**src/rtl/i2s_src_sched_if.sv**
```systemverilog
// Sample bus between the audio producers/serializer and the I2S source scheduler.
// The master side drives producer samples, mode and the load strobe; the slave is the scheduler.
interface i2s_src_sched_if;
    logic [1:0]  mode;
    logic [31:0] a_data;
    logic        a_valid;
    logic        a_ready;
    logic [31:0] b_data;
    logic        b_valid;
    logic        b_ready;
    logic        load;
    logic [15:0] l_data;
    logic [15:0] r_data;
    logic [1:0]  active;
    logic [7:0]  urun_cnt;
    logic        urun_clr;

    modport master (
        output mode, a_data, a_valid, b_data, b_valid, load, urun_clr,
        input  a_ready, b_ready, l_data, r_data, active, urun_cnt
    );

    modport slave (
        input  mode, a_data, a_valid, b_data, b_valid, load, urun_clr,
        output a_ready, b_ready, l_data, r_data, active, urun_cnt
    );
endinterface

```
**src/rtl/i2s_src_sched.sv**
```systemverilog
// Two-source stereo sample scheduler feeding the I2S serializer: per-source FIFOs,
// start-up priming, underrun handling and mode/source selection on the load strobe.
module i2s_src_sched #(
    parameter int DEPTH        = 4,
    parameter int PRIME        = 2,
    parameter int HOLD_ON_URUN = 0
) (
    input  logic               clk,
    input  logic               reset,
    i2s_src_sched_if.slave     bus
);
    localparam int AW = (DEPTH > 1) ? $clog2(DEPTH) : 1;
    localparam int LW = $clog2(DEPTH) + 1;

    typedef enum logic [1:0] {ST_MUTE = 2'd0, ST_PRIME = 2'd1, ST_RUN = 2'd2} state_t;

    state_t          state_r, state_nxt_s;
    logic [31:0]     a_mem_r [DEPTH];
    logic [31:0]     b_mem_r [DEPTH];
    logic [AW-1:0]   a_wr_r, a_rd_r, b_wr_r, b_rd_r;
    logic [LW-1:0]   a_level_r, b_level_r, elig_level_s;
    logic            a_ready_s, b_ready_s, push_a_s, push_b_s, pop_a_s, pop_b_s;
    logic [1:0]      mode_prev_r;
    logic            mode_chg_s, elig_b_s, prime_ok_s, urun_inc_s;
    logic [15:0]     l_data_r, r_data_r, nxt_l_s, nxt_r_s;
    logic [1:0]      active_r, nxt_active_s;
    logic [7:0]      urun_cnt_r;
    logic [31:0]     a_head_s, b_head_s;

    // Ready is withheld during reset; a full FIFO refuses pushes even when popped that cycle.
    assign a_ready_s = !reset && (a_level_r != LW'(DEPTH));
    assign b_ready_s = !reset && (b_level_r != LW'(DEPTH));
    assign push_a_s  = bus.a_valid && a_ready_s;
    assign push_b_s  = bus.b_valid && b_ready_s;
    assign a_head_s  = a_mem_r[a_rd_r];
    assign b_head_s  = b_mem_r[b_rd_r];

    assign mode_chg_s   = (bus.mode != mode_prev_r);
    assign elig_b_s     = (bus.mode == 2'd1) || ((bus.mode == 2'd2) && (b_level_r != LW'(0)));
    assign elig_level_s = elig_b_s ? b_level_r : a_level_r;
    assign prime_ok_s   = (bus.mode == 2'd2) ?
                          ((a_level_r >= LW'(PRIME)) || (b_level_r >= LW'(PRIME))) :
                          (elig_level_s >= LW'(PRIME));

    // Sample storage; stale contents are harmless because pointers reset.
    always_ff @(posedge clk) begin
        if (push_a_s) a_mem_r[a_wr_r] <= bus.a_data;
        if (push_b_s) b_mem_r[b_wr_r] <= bus.b_data;
    end

    // FIFO pointers and fill levels.
    always_ff @(posedge clk) begin
        if (reset) begin
            a_wr_r <= AW'(0); a_rd_r <= AW'(0); a_level_r <= LW'(0);
            b_wr_r <= AW'(0); b_rd_r <= AW'(0); b_level_r <= LW'(0);
        end else begin
            if (push_a_s) a_wr_r <= a_wr_r + AW'(1);
            if (pop_a_s)  a_rd_r <= a_rd_r + AW'(1);
            if (push_b_s) b_wr_r <= b_wr_r + AW'(1);
            if (pop_b_s)  b_rd_r <= b_rd_r + AW'(1);
            a_level_r <= a_level_r + LW'(push_a_s) - LW'(pop_a_s);
            b_level_r <= b_level_r + LW'(push_b_s) - LW'(pop_b_s);
        end
    end

    // State register and the mode seen at the previous load.
    always_ff @(posedge clk) begin
        if (reset) begin
            state_r     <= ST_MUTE;
            mode_prev_r <= 2'd3;
        end else if (bus.load) begin
            state_r     <= state_nxt_s;
            mode_prev_r <= bus.mode;
        end
    end

    // Next-state decision, only meaningful on load cycles.
    always_comb begin
        state_nxt_s = state_r;
        case (state_r)
            ST_MUTE:  state_nxt_s = (bus.mode != 2'd3) ? ST_PRIME : ST_MUTE;
            ST_PRIME: begin
                if (bus.mode == 2'd3)      state_nxt_s = ST_MUTE;
                else if (mode_chg_s)       state_nxt_s = ST_PRIME;
                else if (prime_ok_s)       state_nxt_s = ST_RUN;
                else                       state_nxt_s = ST_PRIME;
            end
            ST_RUN: begin
                if (bus.mode == 2'd3)              state_nxt_s = ST_MUTE;
                else if (mode_chg_s)               state_nxt_s = ST_PRIME;
                else if (elig_level_s == LW'(0))   state_nxt_s = ST_PRIME;
                else                               state_nxt_s = ST_RUN;
            end
            default:  state_nxt_s = ST_MUTE;
        endcase
    end

    // Output/pop decision: only a steady-mode RUN load moves samples.
    always_comb begin
        nxt_l_s      = 16'd0;
        nxt_r_s      = 16'd0;
        nxt_active_s = 2'd0;
        pop_a_s      = 1'b0;
        pop_b_s      = 1'b0;
        urun_inc_s   = 1'b0;
        if (bus.load && (state_r == ST_RUN) && !mode_chg_s && (bus.mode != 2'd3)) begin
            if (elig_level_s != LW'(0)) begin
                if (elig_b_s) begin
                    pop_b_s      = 1'b1;
                    nxt_l_s      = b_head_s[31:16];
                    nxt_r_s      = b_head_s[15:0];
                    nxt_active_s = 2'd2;
                end else begin
                    pop_a_s      = 1'b1;
                    nxt_l_s      = a_head_s[31:16];
                    nxt_r_s      = a_head_s[15:0];
                    nxt_active_s = 2'd1;
                end
            end else begin
                urun_inc_s = 1'b1;
                if (HOLD_ON_URUN != 0) begin
                    nxt_l_s      = l_data_r;
                    nxt_r_s      = r_data_r;
                    nxt_active_s = 2'd3;
                end else begin
                    nxt_active_s = 2'd0;
                end
            end
        end else begin
            urun_inc_s = 1'b0;
        end
    end

    // Registered serializer outputs, frozen between loads.
    always_ff @(posedge clk) begin
        if (reset) begin
            l_data_r <= 16'd0;
            r_data_r <= 16'd0;
            active_r <= 2'd0;
        end else if (bus.load) begin
            l_data_r <= nxt_l_s;
            r_data_r <= nxt_r_s;
            active_r <= nxt_active_s;
        end
    end

    // Saturating underrun counter; a clear beats a same-cycle increment.
    always_ff @(posedge clk) begin
        if (reset)                                    urun_cnt_r <= 8'd0;
        else if (bus.urun_clr)                        urun_cnt_r <= 8'd0;
        else if (urun_inc_s && (urun_cnt_r != 8'hFF)) urun_cnt_r <= urun_cnt_r + 8'd1;
    end

    assign bus.a_ready  = a_ready_s;
    assign bus.b_ready  = b_ready_s;
    assign bus.l_data   = l_data_r;
    assign bus.r_data   = r_data_r;
    assign bus.active   = active_r;
    assign bus.urun_cnt = urun_cnt_r;
endmodule
```
**src/flat_wrapper.sv**
```systemverilog
// flat-port wrapper written by rule: the top's interface ports become plain ports
module i2s_src_sched_flat 
#(
    parameter int DEPTH        = 4,
    parameter int PRIME        = 2,
    parameter int HOLD_ON_URUN = 0
)
  (clk, reset, bus_mode, bus_a_data, bus_a_valid, bus_b_data, bus_b_valid, bus_load, bus_urun_clr, bus_a_ready, bus_b_ready, bus_l_data, bus_r_data, bus_active, bus_urun_cnt);
  i2s_src_sched_if bus_i ();
  input  logic clk;
  input  logic reset;
  input wire logic [$bits(bus_i.mode)-1:0] bus_mode;
  input wire logic [$bits(bus_i.a_data)-1:0] bus_a_data;
  input wire logic [$bits(bus_i.a_valid)-1:0] bus_a_valid;
  input wire logic [$bits(bus_i.b_data)-1:0] bus_b_data;
  input wire logic [$bits(bus_i.b_valid)-1:0] bus_b_valid;
  input wire logic [$bits(bus_i.load)-1:0] bus_load;
  input wire logic [$bits(bus_i.urun_clr)-1:0] bus_urun_clr;
  output wire logic [$bits(bus_i.a_ready)-1:0] bus_a_ready;
  output wire logic [$bits(bus_i.b_ready)-1:0] bus_b_ready;
  output wire logic [$bits(bus_i.l_data)-1:0] bus_l_data;
  output wire logic [$bits(bus_i.r_data)-1:0] bus_r_data;
  output wire logic [$bits(bus_i.active)-1:0] bus_active;
  output wire logic [$bits(bus_i.urun_cnt)-1:0] bus_urun_cnt;
  assign bus_i.mode = bus_mode;
  assign bus_i.a_data = bus_a_data;
  assign bus_i.a_valid = bus_a_valid;
  assign bus_i.b_data = bus_b_data;
  assign bus_i.b_valid = bus_b_valid;
  assign bus_i.load = bus_load;
  assign bus_i.urun_clr = bus_urun_clr;
  assign bus_a_ready = bus_i.a_ready;
  assign bus_b_ready = bus_i.b_ready;
  assign bus_l_data = bus_i.l_data;
  assign bus_r_data = bus_i.r_data;
  assign bus_active = bus_i.active;
  assign bus_urun_cnt = bus_i.urun_cnt;
  i2s_src_sched #(.DEPTH(DEPTH), .PRIME(PRIME), .HOLD_ON_URUN(HOLD_ON_URUN)) u_core (.clk(clk), .reset(reset), .bus(bus_i));
endmodule
```
**config.mk**
```make
export PLATFORM = sky130hd
export DESIGN_NAME = i2s_src_sched_flat
export DESIGN_NICKNAME = d
export VERILOG_FILES = /design/src/rtl/i2s_src_sched_if.sv /design/src/rtl/i2s_src_sched.sv /design/src/flat_wrapper.sv
export SDC_FILE = /design/constraint.sdc
export NUM_CORES = 1
export LEC_CHECK = 0
export ABC_AREA = 0
export BUFFER_PORTS_ARGS = -buffer_cell sky130_fd_sc_hd__buf_2
export CAP_MARGIN = 20
export CORE_MARGIN = 2
export CORE_UTILIZATION = 55
export CTS_BUF_LIST = sky130_fd_sc_hd__clkbuf_16
export CTS_CLUSTER_DIAMETER = 80
export CTS_CLUSTER_SIZE = 16
export DETAILED_ROUTE_END_ITERATION = 7
export MAX_ROUTING_LAYER = met4
export PLACE_DENSITY = 0.75
export SYNTH_ARGS = -nofsm -noshare
export SYNTH_HDL_FRONTEND = slang
export SYNTH_SLANG_ARGS = --single-unit
export TNS_END_PERCENT = 5
```
**constraint.sdc**
```tcl
create_clock -name clk -period 4.7 [get_ports clk]
set_input_delay 0.47 -clock clk [delete_from_list [all_inputs] [get_ports clk]]
set_output_delay 0.47 -clock clk [all_outputs]
set_load 0.02 [all_outputs]
```
; ---- Word-level counts from Yosys, hierarchy flattened
; Memory sizes are Yosys's and may differ from the RTL's. A register that Yosys moved wholly into a read port is not among the register bits.
; Cells that the tools add are included.
[op_classes]
n_mux = 35
eq_ne = 10
reduce_logical = 18
magnitude_cmp = 3
n_addsub = 9
[op_table]
columns = op, n
row1 = 16-bit two-way mux, 6
row2 = 2-bit two-way mux, 13
row3 = 1-bit two-way mux, 14
row4 = 3-bit by 2-bit >= comparator with 1-bit output (second input constant), 3
row5 = 1-bit logical AND, 9
row6 = 2-bit by 1-bit adder with 2-bit output (second input constant), 4
row7 = 8-bit by 1-bit adder with 8-bit output (second input constant), 1
row8 = 8-bit inequality test (second input constant), 1
row9 = 3-bit by 1-bit adder with 3-bit output, 2
row10 = 2-bit == test (second input constant), 3
row11 = 3-bit inequality test (second input constant), 2
row12 = 2-bit one-hot mux with 3 select lines, 1
row13 = 3-bit nonzero test, 2
row14 = 3-bit by 1-bit subtractor with 3-bit output, 2
row15 = 2-bit by 1-bit == test with 1-bit output (second input constant), 2
row16 = 3-bit logical NOT, 1
row17 = 3-bit two-way mux, 1
row18 = 1-bit logical NOT, 2
row19 = 2-bit logical NOT, 1
row20 = 1-bit logical OR, 2
row21 = 2-bit inequality test, 1
row22 = 2-bit inequality test (second input constant), 1
row23 = 2-bit OR reduction, 1
[totals]
in_bits = 72
wordCells = 89
mem_bits_rw = 256
output_inout_bits = 44
n_memories = 2
reg_bits = 60
[mem_list]
columns = name, depth, word_bits, rd, rd_ports_with_merged_regs, wr, line
row1 = u_core.a_mem_r, 4, 32, 1, 1, 1, i2s_src_sched.sv:18  ; logic [31:0] a_mem_r [DEPTH];
row2 = u_core.b_mem_r, 4, 32, 1, 1, 1, i2s_src_sched.sv:19  ; logic [31:0] b_mem_r [DEPTH];

; ---- Longest topological paths before layout
[logic_depth]
word_depth = 10
depth_mapped = 13
depth_no_buf = 10

; ---- Worst setup path after synthesis
; No wires, ideal clock.
[synth_path]
path_kind = input -> register
from = input port bus_mode[1]
to = register u_core.b_level_r[2]
t_required_ns = 4.572
stages = 13
arrival_ns = 2.598
path_slack_ns = 1.974
cell_sequence = buf_6 -> xnor2_1 -> or2_2 -> buf_2 -> buf_1 -> nor2_1 -> ha_1 -> inv_1 -> ha_1 -> inv_1 -> fa_1 -> xnor2_1 -> nor2_1
[synth_between]
elab_chain_len = 8
word_cells_on_any_way = 15
classes_between = 1 x add/sub / 4 x eq/ne / 4 x mux / 6 x reduce/logical
[synth_rtl]
columns = item, line
row1 = from (decl), flat_wrapper.sv:12  ; input wire logic [$bits(bus_i.mode)-1:0] bus_mode;
row2 = 2-bit == test, i2s_src_sched.sv:39  ; assign elig_b_s = (bus.mode == 2'd1) || ((bus.mode == 2'd2) && (b_level_r != LW'(0)));
row3 = 1-bit logical AND, i2s_src_sched.sv:39
row4 = 1-bit logical OR, i2s_src_sched.sv:39
row5 = 3-bit two-way mux, i2s_src_sched.sv:40  ; assign elig_level_s = elig_b_s ? b_level_r : a_level_r;
row6 = 3-bit nonzero test, i2s_src_sched.sv:107  ; if (elig_level_s != LW'(0)) begin
row7 = 1-bit two-way mux, i2s_src_sched.sv:107
row8 = 1-bit two-way mux *, i2s_src_sched.sv:106  ; if (bus.load && (state_r == ST_RUN) && !mode_chg_s && (bus.mode != 2'd3)) begin
row9 = via u_core.pop_b_s, i2s_src_sched.sv:22  ; logic a_ready_s, b_ready_s, push_a_s, push_b_s, pop_a_s, pop_b_s;
row10 = 3-bit by 1-bit subtractor with 3-bit output *, i2s_src_sched.sv:62  ; b_level_r <= b_level_r + LW'(push_b_s) - LW'(pop_b_s);
row11 = to (signal assigned), i2s_src_sched.sv:62
row12 = to (decl), i2s_src_sched.sv:21  ; logic [LW-1:0] a_level_r, b_level_r, elig_level_s;
; Mark *: on every way through the listed nets, which the timed path passes. The rest lies on a longest branch.
; A chain may end at the register's enable or synchronous reset.

; ---- Final worst setup path
[layout_path]
from = register u_core.b_level_r[1]
to = register u_core.b_level_r[2]
[layout_between]
elab_chain_len = 8
word_cells_on_any_way = 13
classes_between = 2 x add/sub / 1 x eq/ne / 4 x mux / 6 x reduce/logical
[layout_rtl]
columns = item, line
row1 = 3-bit nonzero test, i2s_src_sched.sv:39
row2 = 1-bit logical AND, i2s_src_sched.sv:39
row3 = 1-bit logical OR, i2s_src_sched.sv:39
row4 = 3-bit two-way mux, i2s_src_sched.sv:40
row5 = 3-bit nonzero test, i2s_src_sched.sv:107
row6 = 1-bit two-way mux *, i2s_src_sched.sv:107
row7 = 1-bit two-way mux *, i2s_src_sched.sv:106
row8 = via u_core.pop_b_s, i2s_src_sched.sv:22
row9 = 3-bit by 1-bit subtractor with 3-bit output *, i2s_src_sched.sv:62
; Marked as above.

==> flow_metrics.tcl <==
set metrics [dict create \
    p_seq_share_pct 61.2 \
    cp-startpoint "u_core.b_level_r[1]" \
    final_hold_viol_count 0 \
    cap_viol_max_count 0 \
    p_switching_mw 1.06 \
    synth_area_sq_um 12300 \
    final_util_pct 62.9 \
    drive_above_1_share_pct 28.8 \
    htree_levels 1 \
    ant_nets 0 \
    start_util_pct 56.3 \
    final_common_cell "edfxtp_1" \
    vias_per_cell 6.10 \
    status "finished clean" \
    cellPowerDensity_nw_per_um2 376 \
    ys_seq_area_share_pct 72.8 \
    slew-limit-headroom_pct 28.1 \
    grt_pass1_wl_mm 38.0 \
    cp-end-kind "flop" \
    clock_sinks 320 \
    cts_root_buffer "clkbuf_16" \
    worstReg2RegStart "u_core.b_level_r[1]" \
    core_area_sq_um 21900 \
    cp.required_ns 5.07 \
    mappedNetlistNets 749 \
    worstMarginPinSlew_ns 1.08 \
    min_period_over_period_pct 64.0 \
    die_area_sq_um 23600 \
    antenna_found_initial 3 \
    synth-seq-cells 320 \
    pwr-share-clk_pct 33.7 \
    drc 0 \
    io_pins 116 \
    yosys_most_used_dff "edfxtp_1" \
    internal_power_mw 4.13 \
    dp_hpwl_mm 15.1 \
    power.share.combinational_pct 5.1 \
    grt_pass1_vias 6648 \
    hp-class "in2reg" \
    finalMaxSlewViolations 0 \
    overflow 0 \
    grt_usage_pct 21.6 \
    rsz0062_at_grt "false" \
    clock_latency_ns 0.51 \
    path_class "reg2reg" \
    peakVddDrop_uv 220 \
    cts_buffer_depth 3 \
    drtIter0Drc 415 \
    max_clock_freq_mhz 333 \
    sw_frac_of_total_pct 20.4 \
    cts_hold_buf 0 \
    synth_cells 660 \
    async_flop_share_pct 0 \
    num_vias 6482 \
    syn2layout_area_growth_pct 11.8 \
    syn_avg_cell_area_sq_um 18.7 \
    setup_viol 0 \
    setup_tns_ns 0 \
    skew_ns 0.0158 \
    io_buffers 115 \
    tritoncts "done" \
    die_h_um 154 \
    drt_wl_total_mm 24.9 \
    numCtsBuffers 23 \
    crit_path_max_fanout 38 \
    clk_pin_slew_ns 0.08 \
    min_from "bus_b_data[6]" \
    ys_warn_count 0 \
    cts-resized-gates 0 \
    leakage_nw 4.65 \
    worst_ep_arrival_time_ns 3.37 \
    synth_edf_count 256 \
    synth.distinct_cells 50 \
    wl_per_cell_um 23.5 \
    critical_path.startpoint_type "flop" \
    nNetsFinal 853 \
    cts_setup_buffers 0 \
    num_rows 54 \
    gp_congestion 0.812 \
    drtPass1Iterations 5 \
    grt_max_degree 39 \
    final_cell_mix "edfxtp_1 (256), buf_2 (115), mux4_2 (64)" \
    die_w_um 154 \
    fin_crit_ns 3.01 \
    fillers 1560 \
]
==> cells in the mapped netlist (all sizes together), types with 2 or more instances <==
| master | instances | area, sq um |
|---|---|---|
| a211o | 2 | 17.5 |
| a211oi | 2 | 20.0 |
| a21oi | 10 | 50.1 |
| a221o | 33 | 330 |
| and2 | 10 | 62.6 |
| buf | 18 | 93.8 |
| clkbuf | 21 | 78.8 |
| dfxtp | 64 | 1280 |
| edfxtp | 256 | 7690 |
| fa | 2 | 40.0 |
| ha | 15 | 188 |
| inv | 19 | 71.3 |
| mux2i | 6 | 60.1 |
| mux4 | 64 | 1440 |
| nand2 | 11 | 41.3 |
| nand3 | 4 | 20.0 |
| nand4 | 5 | 31.3 |
| nor2 | 16 | 62.6 |
| nor2b | 8 | 50.1 |
| nor3 | 4 | 20.0 |
| nor3b | 35 | 263 |
| nor4 | 2 | 12.5 |
| o21ai | 4 | 20.0 |
| o21bai | 2 | 15.0 |
| o22a | 2 | 17.5 |
| o2bb2ai | 2 | 17.5 |
| o31ai | 6 | 45.0 |
| or2 | 2 | 12.5 |
| or3 | 9 | 56.3 |
| or4 | 6 | 45.0 |
| xnor2 | 4 | 35.0 |
| xor2 | 3 | 33.8 |
==> kinds of logic (layout without fill, tap and decap cells) <==
group           after synthesis  count (layout)  share of synthesized area (%)
compound gates               71              71                           4.84
other cells                   0               3                              0
buf+inv                      58             178                           1.98
mux                          70              70                           12.2
flops                       320             320                           72.8
xor+xnor                      7               7                          0.558
simple gates                117             117                           5.82
fa+ha+maj                    17              17                           1.85
==> path summary, 6_finish.rpt <==
| kind | endpoint | slack (ns) | depth (start not counted) |
|---|---|---|---|
| setup / recovery | u_core.b_level_r[2] | 1.69 | 10 |
| hold / removal | u_core.b_mem_r[2][6] | 0.18 | 1 |
| setup reg to reg | u_core.b_level_r[2] | 1.69 | 10 |
| hold reg to reg | flop | 0.49 | 2 |
==> cell type report <==
class | count | area (sq um) | share of cell area [%]
flip-flops and latches | 320 | 8970 | 65.1
clock inverters | 18 | 67.6 | 0.490
repair buffers | 118 | 598 | 4.34
clock buffers | 23 | 576 | 4.18
multi-input cells | 282 | 3130 | 22.7
diodes | 3 | 7.51 | 0.0545
well taps | 280 | 350 | 2.54
inverters | 19 | 71.3 | 0.518
==> metal layers <==
metal  track usage (%)  part of all wire (%)  wire, um  vias to the layer above
li1                  -                     -         -                     2892
met1              28.2                    42     10400                     3338
met2              36.2                    51     12700                      222
met3              3.66                   5.8      1460                       30
met4              4.59                   1.6       388                        0
met5                 -                     0         0                        -
==> flip-flops by register name, summed over array words and instances, names as in the netlist, named ones only <==
register and count:
u_core.b_level_r 3, u_core.bus.r_data 16, u_core.bus.active 2, u_core.b_rd_r 2
u_core.state_r 2, u_core.bus.urun_cnt 8, u_core.a_rd_r 2, u_core.a_wr_r 2
u_core.b_wr_r 2, u_core.mode_prev_r 2, u_core.a_mem_r 128, u_core.b_mem_r 128
u_core.a_level_r 3, u_core.bus.l_data 16
==> critical path, stage by stage (launching register included) <==
cell and delay, ns:
dfxtp_1 0.39, nor3_1 0.37, or2_2 0.79, nor2_1 0.12
ha_1 0.32, inv_1 0.06, ha_1 0.13, inv_1 0.06
fa_1 0.40, xnor2_1 0.17, nor2_1 0.06
==> metrics by stage <==
stage / cells / hold slack, ns / worst slack (ns) / instance area, sq um / total power, mW
CTS: 1060 / 0.159 / 1.70 / 13800 / 5.22
floorplan: 660 / 0.453 / 1.97 / 12300 / 3.39
finish: 1063 / 0.182 / 1.69 / 13800 / 5.18
global placement: 1019 / 0.458 / 1.66 / 13100 / 3.47
detailed placement: 1019 / 0.472 / 1.50 / 13100 / 3.50
global route: 1063 / 0.164 / 1.44 / 13800 / 5.35
==> power groups by stage <==
stage	clock, mW	sequential (mW)	combinational, mW
global placement	0	3.23	0.248
floorplan	0	3.22	0.162
detailed placement	0	3.23	0.264
finish	1.75	3.17	0.264
CTS	1.79	3.17	0.265
global route	1.89	3.18	0.290
Note: power is estimated with default switching activity, not from simulation.
